$ cat src/rtl/cv32e40p_core_v_xif_pkg.sv
// rtl/cv32e40p_core_v_xif_pkg.sv - CORE-V-XIF offload tracker entry types
package cv32e40p_core_v_xif_pkg;

  typedef enum logic [1:0] {
    X_FREE      = 2'd0,
    X_ISSUED    = 2'd1,
    X_COMMITTED = 2'd2
  } x_entry_state_e;

  typedef struct packed {
    x_entry_state_e state;
    logic [4:0]     rd;
    logic           writeback;
  } x_entry_t;

endpackage

$ cat src/rtl/cv32e40p_ff_one.sv
// rtl/cv32e40p_ff_one.sv - index of the lowest set bit of a vector
module cv32e40p_ff_one #(
  parameter int LEN = 16
) (
  input  logic [LEN-1:0]         vec,
  output logic [$clog2(LEN)-1:0] first_one,
  output logic                   no_ones
);

  localparam int W = $clog2(LEN);

  always_comb begin
    first_one = '0;
    for (int k = LEN - 1; k >= 0; k--) begin
      if (vec[k]) first_one = W'(k);
    end
  end

  assign no_ones = ~|vec;

endmodule

$ cat src/rtl/cv32e40p_x_offload_tracker.sv
// rtl/cv32e40p_x_offload_tracker.sv - XIF issue ID allocation, commit sequencing and result writeback
module cv32e40p_x_offload_tracker
  import cv32e40p_core_v_xif_pkg::*;
#(
  parameter int X_ID_WIDTH = 4,
  parameter int X_NUM_RS   = 3
) (
  input  logic                         clk,
  input  logic                         rst_n,
  input  logic                         offload_valid_i,
  input  logic [X_NUM_RS-1:0][4:0]     offload_rs_i,
  input  logic [4:0]                   offload_rd_i,
  input  logic                         offload_kill_i,
  output logic                         offload_stall_o,
  output logic                         x_issue_valid_o,
  output logic [X_ID_WIDTH-1:0]        x_issue_id_o,
  input  logic                         x_issue_ready_i,
  input  logic                         x_issue_accept_i,
  input  logic                         x_issue_writeback_i,
  output logic                         x_commit_valid_o,
  output logic [X_ID_WIDTH-1:0]        x_commit_id_o,
  output logic                         x_commit_kill_o,
  input  logic                         x_result_valid_i,
  output logic                         x_result_ready_o,
  input  logic [X_ID_WIDTH-1:0]        x_result_id_i,
  input  logic [4:0]                   x_result_rd_i,
  input  logic                         x_result_we_i,
  input  logic [31:0]                  x_result_data_i,
  input  logic                         wb_port_free_i,
  output logic                         rf_we_o,
  output logic [4:0]                   rf_waddr_o,
  output logic [31:0]                  rf_wdata_o,
  output logic                         protocol_err_o
);

  localparam int NID = 2 ** X_ID_WIDTH;

  x_entry_t              entries_q [NID];
  x_entry_t              entries_d [NID];
  logic [31:0]           scoreboard_q, scoreboard_d;
  logic                  commit_valid_q;
  logic [X_ID_WIDTH-1:0] commit_id_q;
  logic [NID-1:0]        free_vec;
  logic                  no_free, hazard, issue_accept;
  x_entry_t              res_entry, commit_entry;
  logic                  res_committed, result_retire, result_stray;

  always_comb begin
    for (int i = 0; i < NID; i++) free_vec[i] = (entries_q[i].state == X_FREE);
  end

  cv32e40p_ff_one #(.LEN(NID)) u_free_search (
    .vec       (free_vec),
    .first_one (x_issue_id_o),
    .no_ones   (no_free)
  );

  // x0 is never tracked, so it can never raise a hazard
  always_comb begin
    hazard = 1'b0;
    for (int k = 0; k < X_NUM_RS; k++) begin
      if (offload_rs_i[k] != 5'd0 && scoreboard_q[offload_rs_i[k]]) hazard = 1'b1;
    end
    if (offload_rd_i != 5'd0 && scoreboard_q[offload_rd_i]) hazard = 1'b1;
  end

  assign x_issue_valid_o = offload_valid_i & ~no_free & ~hazard;
  assign offload_stall_o = offload_valid_i & (no_free | hazard | ~x_issue_ready_i);
  assign issue_accept    = x_issue_valid_o & x_issue_ready_i & x_issue_accept_i;

  assign x_commit_valid_o = commit_valid_q;
  assign x_commit_id_o    = commit_id_q;
  assign x_commit_kill_o  = commit_valid_q & offload_kill_i;
  assign commit_entry     = entries_q[commit_id_q];

  // Stray results are swallowed so a misbehaving coprocessor cannot wedge the port
  assign res_entry        = entries_q[x_result_id_i];
  assign res_committed    = (res_entry.state == X_COMMITTED);
  assign x_result_ready_o = res_committed ? wb_port_free_i : x_result_valid_i;
  assign result_retire    = x_result_valid_i & res_committed & wb_port_free_i;
  assign result_stray     = x_result_valid_i & ~res_committed;

  // Clears are applied before the issue set so that a set on the same rd wins
  always_comb begin
    entries_d    = entries_q;
    scoreboard_d = scoreboard_q;
    if (result_retire) begin
      entries_d[x_result_id_i].state = X_FREE;
      if (res_entry.writeback) scoreboard_d[res_entry.rd] = 1'b0;
    end
    if (commit_valid_q) begin
      if (offload_kill_i) begin
        entries_d[commit_id_q].state = X_FREE;
        if (commit_entry.writeback) scoreboard_d[commit_entry.rd] = 1'b0;
      end else begin
        entries_d[commit_id_q].state = X_COMMITTED;
      end
    end
    if (issue_accept) begin
      entries_d[x_issue_id_o] = '{state: X_ISSUED, rd: offload_rd_i, writeback: x_issue_writeback_i};
      if (x_issue_writeback_i && offload_rd_i != 5'd0) scoreboard_d[offload_rd_i] = 1'b1;
    end
  end

  always_ff @(posedge clk or negedge rst_n) begin
    if (!rst_n) begin
      for (int i = 0; i < NID; i++) entries_q[i] <= '0;
      scoreboard_q   <= '0;
      commit_valid_q <= 1'b0;
      commit_id_q    <= '0;
      rf_we_o        <= 1'b0;
      rf_waddr_o     <= '0;
      rf_wdata_o     <= '0;
      protocol_err_o <= 1'b0;
    end else begin
      for (int i = 0; i < NID; i++) entries_q[i] <= entries_d[i];
      scoreboard_q   <= scoreboard_d;
      commit_valid_q <= issue_accept;
      commit_id_q    <= x_issue_id_o;
      rf_we_o        <= result_retire & x_result_we_i & (x_result_rd_i != 5'd0);
      if (result_retire) begin
        rf_waddr_o <= x_result_rd_i;
        rf_wdata_o <= x_result_data_i;
      end
      if (result_stray) protocol_err_o <= 1'b1;
    end
  end

endmodule
$ cat config.mk
export PLATFORM = sky130hd
export DESIGN_NAME = cv32e40p_x_offload_tracker
export DESIGN_NICKNAME = d
export VERILOG_FILES = /design/src/rtl/cv32e40p_core_v_xif_pkg.sv /design/src/rtl/cv32e40p_ff_one.sv /design/src/rtl/cv32e40p_x_offload_tracker.sv
export SDC_FILE = /design/constraint.sdc
export NUM_CORES = 1
export LEC_CHECK = 0
export CAP_MARGIN = 20
export CORE_MARGIN = 10
export CORE_UTILIZATION = 30
export DETAILED_ROUTE_END_ITERATION = 8
export PLACE_DENSITY = 0.54
export SYNTH_ARGS = -nofsm -noshare
export SYNTH_HDL_FRONTEND = slang
export SYNTH_HIERARCHICAL = 1
export SYNTH_SLANG_ARGS = --single-unit
$ cat constraint.sdc
create_clock -name clk -period 6 [get_ports clk]
set_clock_uncertainty 0.15 [all_clocks]
set_input_delay 1.2 -clock clk [delete_from_list [all_inputs] [get_ports clk]]
set_output_delay 1.2 -clock clk [all_outputs]
set_load 0.005 [all_outputs]
==> results_dict.tcl, run 1 <==
set metrics [dict create \
    ctsHtreeMaxLevel 1 \
    placed_cell_area_um2 13800 \
    required_ns 4.65 \
    crit_type "primary input to output port" \
    antenna_cells 0 \
    synth-seq-cells 204 \
    netlist_instances 994 \
    status "complete, no violations" \
    gp_congestion 0.933 \
    grt_pass1_wl_mm 60.4 \
    post-synth-top-count-cell "dfrtp_1" \
    cp.arrival_ns 4.18 \
    drive_gt1_share_pct 28.2 \
    routed_wl_mm 39.3 \
    syn_area_per_cell_um2 12.1 \
    p_leak_nw 6.16 \
    ys_warn_count 6 \
    synthToLayoutAreaGrowth_pct 21.7 \
    synth.distinct_cells 64 \
    ir_worst_vdd_uv 162 \
    path_buf_inv 2 \
    grt_usage_pct 16.1 \
    layout_worst_path_cycle_share_pct 92.1 \
    die_h_um 220 \
    cp.depth 9 \
    drv_cap 0 \
    critical_path.slowest_cell "clkdlybuf4s50_1" \
    rrSetupSlack_ns 2.42 \
    yosys-top-cells-count "204 x dfrtp_1, 125 x mux2_2, 96 x nand2_1, 70 x mux4_2, 65 x nor2_1" \
    power_density_nw_per_um2 253 \
    drt_first_pass_iters 5 \
    cts.sinks 204 \
    layout_setup_ws_ns 0.474 \
    finalSetupViolCount 0 \
    clk_latency_ns 0.54 \
    ys.flop_type "dfrtp_1" \
    design_area_um2 14700 \
    rsz0062_at_grt "false" \
    ys_seq_area_share_pct 42.4 \
    min_period_ns 5.53 \
    antenna_found_initial 1 \
    met3_usage_pct 2.10 \
    die_area_um2 48600 \
    r2r_start "entries_q[7]" \
    grt_use_met2_pct 26.6 \
    first_global_vias 9474 \
    drt-initial-drc-count 833 \
    async_flop_share_pct 100 \
    top_usage_layer "met2" \
    portBuffers 122 \
    synthesis.area_um2 12000 \
    cts_tree "yes" \
    reg2reg_depth 9 \
    start_util_pct 30.3 \
    syn_nets 1065 \
    drc 0 \
    hold_path_depth 1 \
    grt_max_degree 133 \
    hold_viol_final 0 \
    cts-root-buf "clkbuf_16" \
    dpl.hpwl_mm 28.2 \
    worstMarginPinSlew_ns 0.920 \
    grt_use_met1_pct 21.9 \
    io-pin-count 123 \
    vias 9200 \
    synth_top_area_cell "dfrtp_1" \
    rows 73 \
    wl_per_cell_um 23.8 \
    ant_nets 0 \
    utilization_pct 36.9 \
    cp-start-kind "primary input" \
    cts_hold_buf 0 \
    tns_ns 0 \
    cts_resized 0 \
    post_cts_buffers 0 \
    coreArea_um2 39700 \
    synth_area_leaders "dfrtp_1 42%, mux4_2 13%, mux2_2 12%, mux2i_1 3.0%, nand2_1 3.0%" \
    vias_per_cell 5.58 \
    numCtsBuffers 25 \
    synth_edf_count 0 \
    layout.nets 1175 \
    clock_tree.buffer_depth 3 \
    r2r-end "entries_q[100]" \
    relSlewSlack_pct 38.4 \
    hold_path.class "flip-flop to flip-flop" \
    drv_slew 0 \
    crit_start "offload_rs_i[0]" \
    cp_max_fo 9 \
    clkTransAtPathRegs_ns 0.06 \
    fmax_mhz 181 \
    endpoint "x_issue_valid_o" \
    yosysTopAreaCellShare_pct 42.4 \
    die_x_um 220 \
    preCtsSetupSlack_ns 0.472 \
    overflow 0 \
    slowest_delay_ns 0.77 \
    worstPathCellList "clkdlybuf4s50_1 -> mux4_2 -> o32ai_1 -> nor4_1 -> a211o_1 -> a211oi_4 -> nand2_4 -> nor2_1 -> clkdlybuf4s50_1" \
    critPathCaptureType "output port" \
    cp_common_cell "clkdlybuf4s50_1" \
    crit_family "buffers and inverters" \
]
-- registers in the layout, indices dropped and copies added (netlist names) --
name and cells:
x_commit_id_o 4, x_commit_valid_o 1, rf_waddr_o 5, entries_q 128, scoreboard_q 32, rf_we_o 1, rf_wdata_o 32, protocol_err_o 1
-- per-stage QoR --
stage	instances	hold slack [ns]	power, W
finish	1648	0.324	0.00372
global route	1648	0.366	0.00388
CTS	1645	0.335	0.00377
detailed placement	1599	0.318	0.00223
global placement	1598	0.316	0.00222
floorplan	994	0.304	0.00189
-- worst register-to-register path, stage by stage (launching register included) --
cell and delay [ns]:
dfrtp_1 0.42, nor2_1 0.22, nor2_1 0.06, nor3_1 0.15, o31ai_1 0.09, a31oi_1 0.71, nand3_1 0.22, nor2_1 0.60
nand4_4 0.43, mux2_4 0.41
-- placed cells by master, fill, tap and decap left out, drive strengths merged, types with 5 or more instances in the layout --
cell           count
a21oi              9
a22oi             15
a41oi              8
and2              20
buf               29
clkbuf            33
clkdlybuf4s50    118
clkinv             7
dfrtp            204
inv               16
mux2             139
mux2i             36
mux4              72
nand2             97
nand2b            13
nand3             21
nand3b             9
nand4             23
nor2              65
nor2b             16
nor3              12
nor4               7
o21ai             35
o221ai            33
o31ai             16
or2                5
or3                5
-- how the worst min path moves through the flow --
stage	start	to	slack (ns)
after detailed placement	protocol_err_o	protocol_err_o	0.32
after CTS	protocol_err_o	protocol_err_o	0.34
after global placement	protocol_err_o	protocol_err_o	0.32
after floorplan	entries_q[14]	entries_q[14]	0.30
after global routing	rf_wdata_o[5]	rf_wdata_o[5]	0.37
final	protocol_err_o	protocol_err_o	0.32
-- layer usage --
layer  wire length, µm  share of wire (%)
met1             17300                 44
met2             19100                 49
met3              2090                5.3
met4               794                2.0
met5                 0                  0
-- logic make-up (layout without fill, tap and decap cells) --
group	after synthesis	count (layout)	share of synthesized area (%)
compound gates	151	151	9.28
buf+inv	79	208	3.19
flops	204	204	42.4
mux	247	247	29.9
simple gates	313	313	15.3
-- area by class of cell --
cell class | instances | area (µm²)
fill | 3871 | 25100
multi-input combinational | 711 | 6580
sequential | 204 | 5110
timing repair buffer | 149 | 1430
clock buffer | 31 | 698
tap | 525 | 657
clock inverter | 15 | 136
inverter | 13 | 48.8
-- report_power, final --
part / switching, W / leakage [nW] / internal, W / total (W)
Sequential: 0.0000554 / 2.70 / 0.00147 / 0.00152
Clock: 0.000640 / 0.406 / 0.000880 / 0.00152
Combinational: 0.000344 / 3.05 / 0.000330 / 0.000674
No activity file was read; power rests on OpenSTA's default activity.
==> inputs of run 2 (changes only) <==
--- a/config.mk
+++ b/config.mk
@@ -7,9 +7,10 @@
 export LEC_CHECK = 0
 export CAP_MARGIN = 20
 export CORE_MARGIN = 10
-export CORE_UTILIZATION = 30
+export CORE_UTILIZATION = 50
 export DETAILED_ROUTE_END_ITERATION = 8
-export PLACE_DENSITY = 0.54
+export PLACE_DENSITY = 0.78
+export REMOVE_ABC_BUFFERS = 1
 export SYNTH_ARGS = -nofsm -noshare
 export SYNTH_HDL_FRONTEND = slang
 export SYNTH_HIERARCHICAL = 1
==> results_dict.tcl, run 2 (same netlist as run 1, synthesis figures left out) <==
set metrics [dict create \
    ctsHtreeMaxLevel 1 \
    grt_max_degree 122 \
    io-pin-count 123 \
    required_ns 4.65 \
    regMostFlops "entries_q" \
    clkTransAtPathRegs_ns 0.05 \
    clk_latency_ns 0.52 \
    cts-root-buf "clkbuf_16" \
    worstMarginPinSlew_ns 1.15 \
    highest_layer "met4" \
    wl_met3_mm 3.92 \
    ant_nets 0 \
    cp_common_cell "clkdlybuf4s50_1" \
    relSlewSlack_pct 22.6 \
    antenna_cells 0 \
    gp_congestion 0.966 \
    min_period_ns 5.54 \
    antenna_found_initial 0 \
    ir_worst_vdd_uv 224 \
    reg_top3 "entries_q: 128 flops, rf_wdata_o: 32 flops, scoreboard_q: 32 flops" \
    status "complete, no violations" \
    vias_per_cell 6.64 \
    cp_max_fo 9 \
    overflow 0 \
    critPathCaptureType "output port" \
    cts_tree "yes" \
    largest_reg_flops 128 \
    cts_hold_buf 0 \
    layout_worst_path_cycle_share_pct 92.3 \
    fillCellCount 1881 \
    layout.nets 1168 \
    die_area_um2 30700 \
    rows 56 \
    portBuffers 122 \
    power_density_nw_per_um2 255 \
    vias 9527 \
    final_cell_mix "203 x dfrtp_1, 125 x mux2_2, 118 x clkdlybuf4s50_1" \
    grt_usage_pct 24.0 \
    grt_pass1_wl_mm 58.1 \
    synthToLayoutAreaGrowth_pct 18.8 \
    coreArea_um2 23600 \
    cts.sinks 204 \
    drt-initial-drc-count 1058 \
    die_x_um 175 \
    hold_viol_final 0 \
    drv_slew 0 \
    cts_resized 0 \
    p_leak_nw 6.11 \
    wl_per_cell_um 26.2 \
    worstPathCellList "clkdlybuf4s50_1 -> mux4_2 -> o32ai_1 -> nor4_1 -> a211o_1 -> a211oi_4 -> nand2_4 -> nor2_1 -> clkdlybuf4s50_1" \
    drt_first_pass_iters 7 \
    wl_met2_mm 17.8 \
    crit_type "primary input to output port" \
    clock_tree.buffer_depth 3 \
    met1_length_mm 14.5 \
    holdWs_ns 0.317 \
    hold_path.class "flip-flop to flip-flop" \
    drv_cap 0 \
    first_global_vias 9546 \
    numCtsBuffers 24 \
    rsz0062_at_grt "false" \
    slowest_delay_ns 0.76 \
    final_common_cell "dfrtp_1" \
    drive_gt1_share_pct 27.6 \
    die_h_um 175 \
    finalSetupViolCount 0 \
    cp-start-kind "primary input" \
    layout_setup_ws_ns 0.460 \
    cp.arrival_ns 4.19 \
    dpl.hpwl_mm 26.0 \
    critical_path.slowest_cell "clkdlybuf4s50_1" \
    post_cts_buffers 0 \
    drc 0 \
    fmax_mhz 181 \
    start_util_pct 51.0 \
    routed_wl_mm 37.6 \
    preCtsSetupSlack_ns 0.490 \
]
[run 2: path summary, 6_finish.rpt]
check | startpoint | to | slack (ns) | cells after the start
setup / recovery | offload_rs_i[0] | x_issue_valid_o | 0.46 | 9
hold / removal | protocol_err_o | protocol_err_o | 0.32 | 1
setup reg to reg | entries_q[39] | entries_q[90] | 2.29 | 8
hold reg to reg | protocol_err_o | protocol_err_o | 0.32 | 1
max in group asynchronous | rst_n | entries_q[122] | 3.80 | 2
min in group asynchronous | rst_n | rf_wdata_o[24] | 0.70 | 1
[run 2: report_power, final]
part	total [W]	switching, W	internal (W)
registers	0.00152	0.0000575	0.00147
logic	0.000665	0.000338	0.000327
clock network	0.00146	0.000591	0.000865
[run 2: final cells by class]
type	instances	area, µm²	share of cell area [%]
sequential	204	5110	35.7
inverter	13	48.8	0.341
timing repair buffer	143	1380	9.61
clock buffer	32	702	4.91
clock inverter	12	96.3	0.673
tap	319	399	2.79
multi-input combinational	711	6580	46.0
[run 2: critical path, delay by kind of cell]
kind	cells	cell delay (ns)
buf+inv	2	1.28
simple gates	3	0.29
compound gates	3	0.82
mux	1	0.57
[run 2: routing by layer]
layer	vias up	GRT usage (%)
met5	-	0
met4	0	8.02
met3	121	4.74
met2	569	38.9
met1	4810	31.8
li1	4027	-
[run 2: metrics by stage]
| stage | instances | util, % | power [W] | TNS, ns | instance area, µm² |
|---|---|---|---|---|---|
| floorplan | 928 | - | 0.00183 | -119.92 | 11700 |
| global placement | 1388 | 57.2 | 0.00219 | 0 | 13500 |
| detailed placement | 1388 | 57.2 | 0.00220 | 0 | 13500 |
| CTS | 1432 | 60.6 | 0.00366 | 0 | 14300 |
| global route | 1434 | 60.6 | 0.00376 | 0 | 14300 |
| finish | 1434 | 60.6 | 0.00365 | 0 | 14300 |
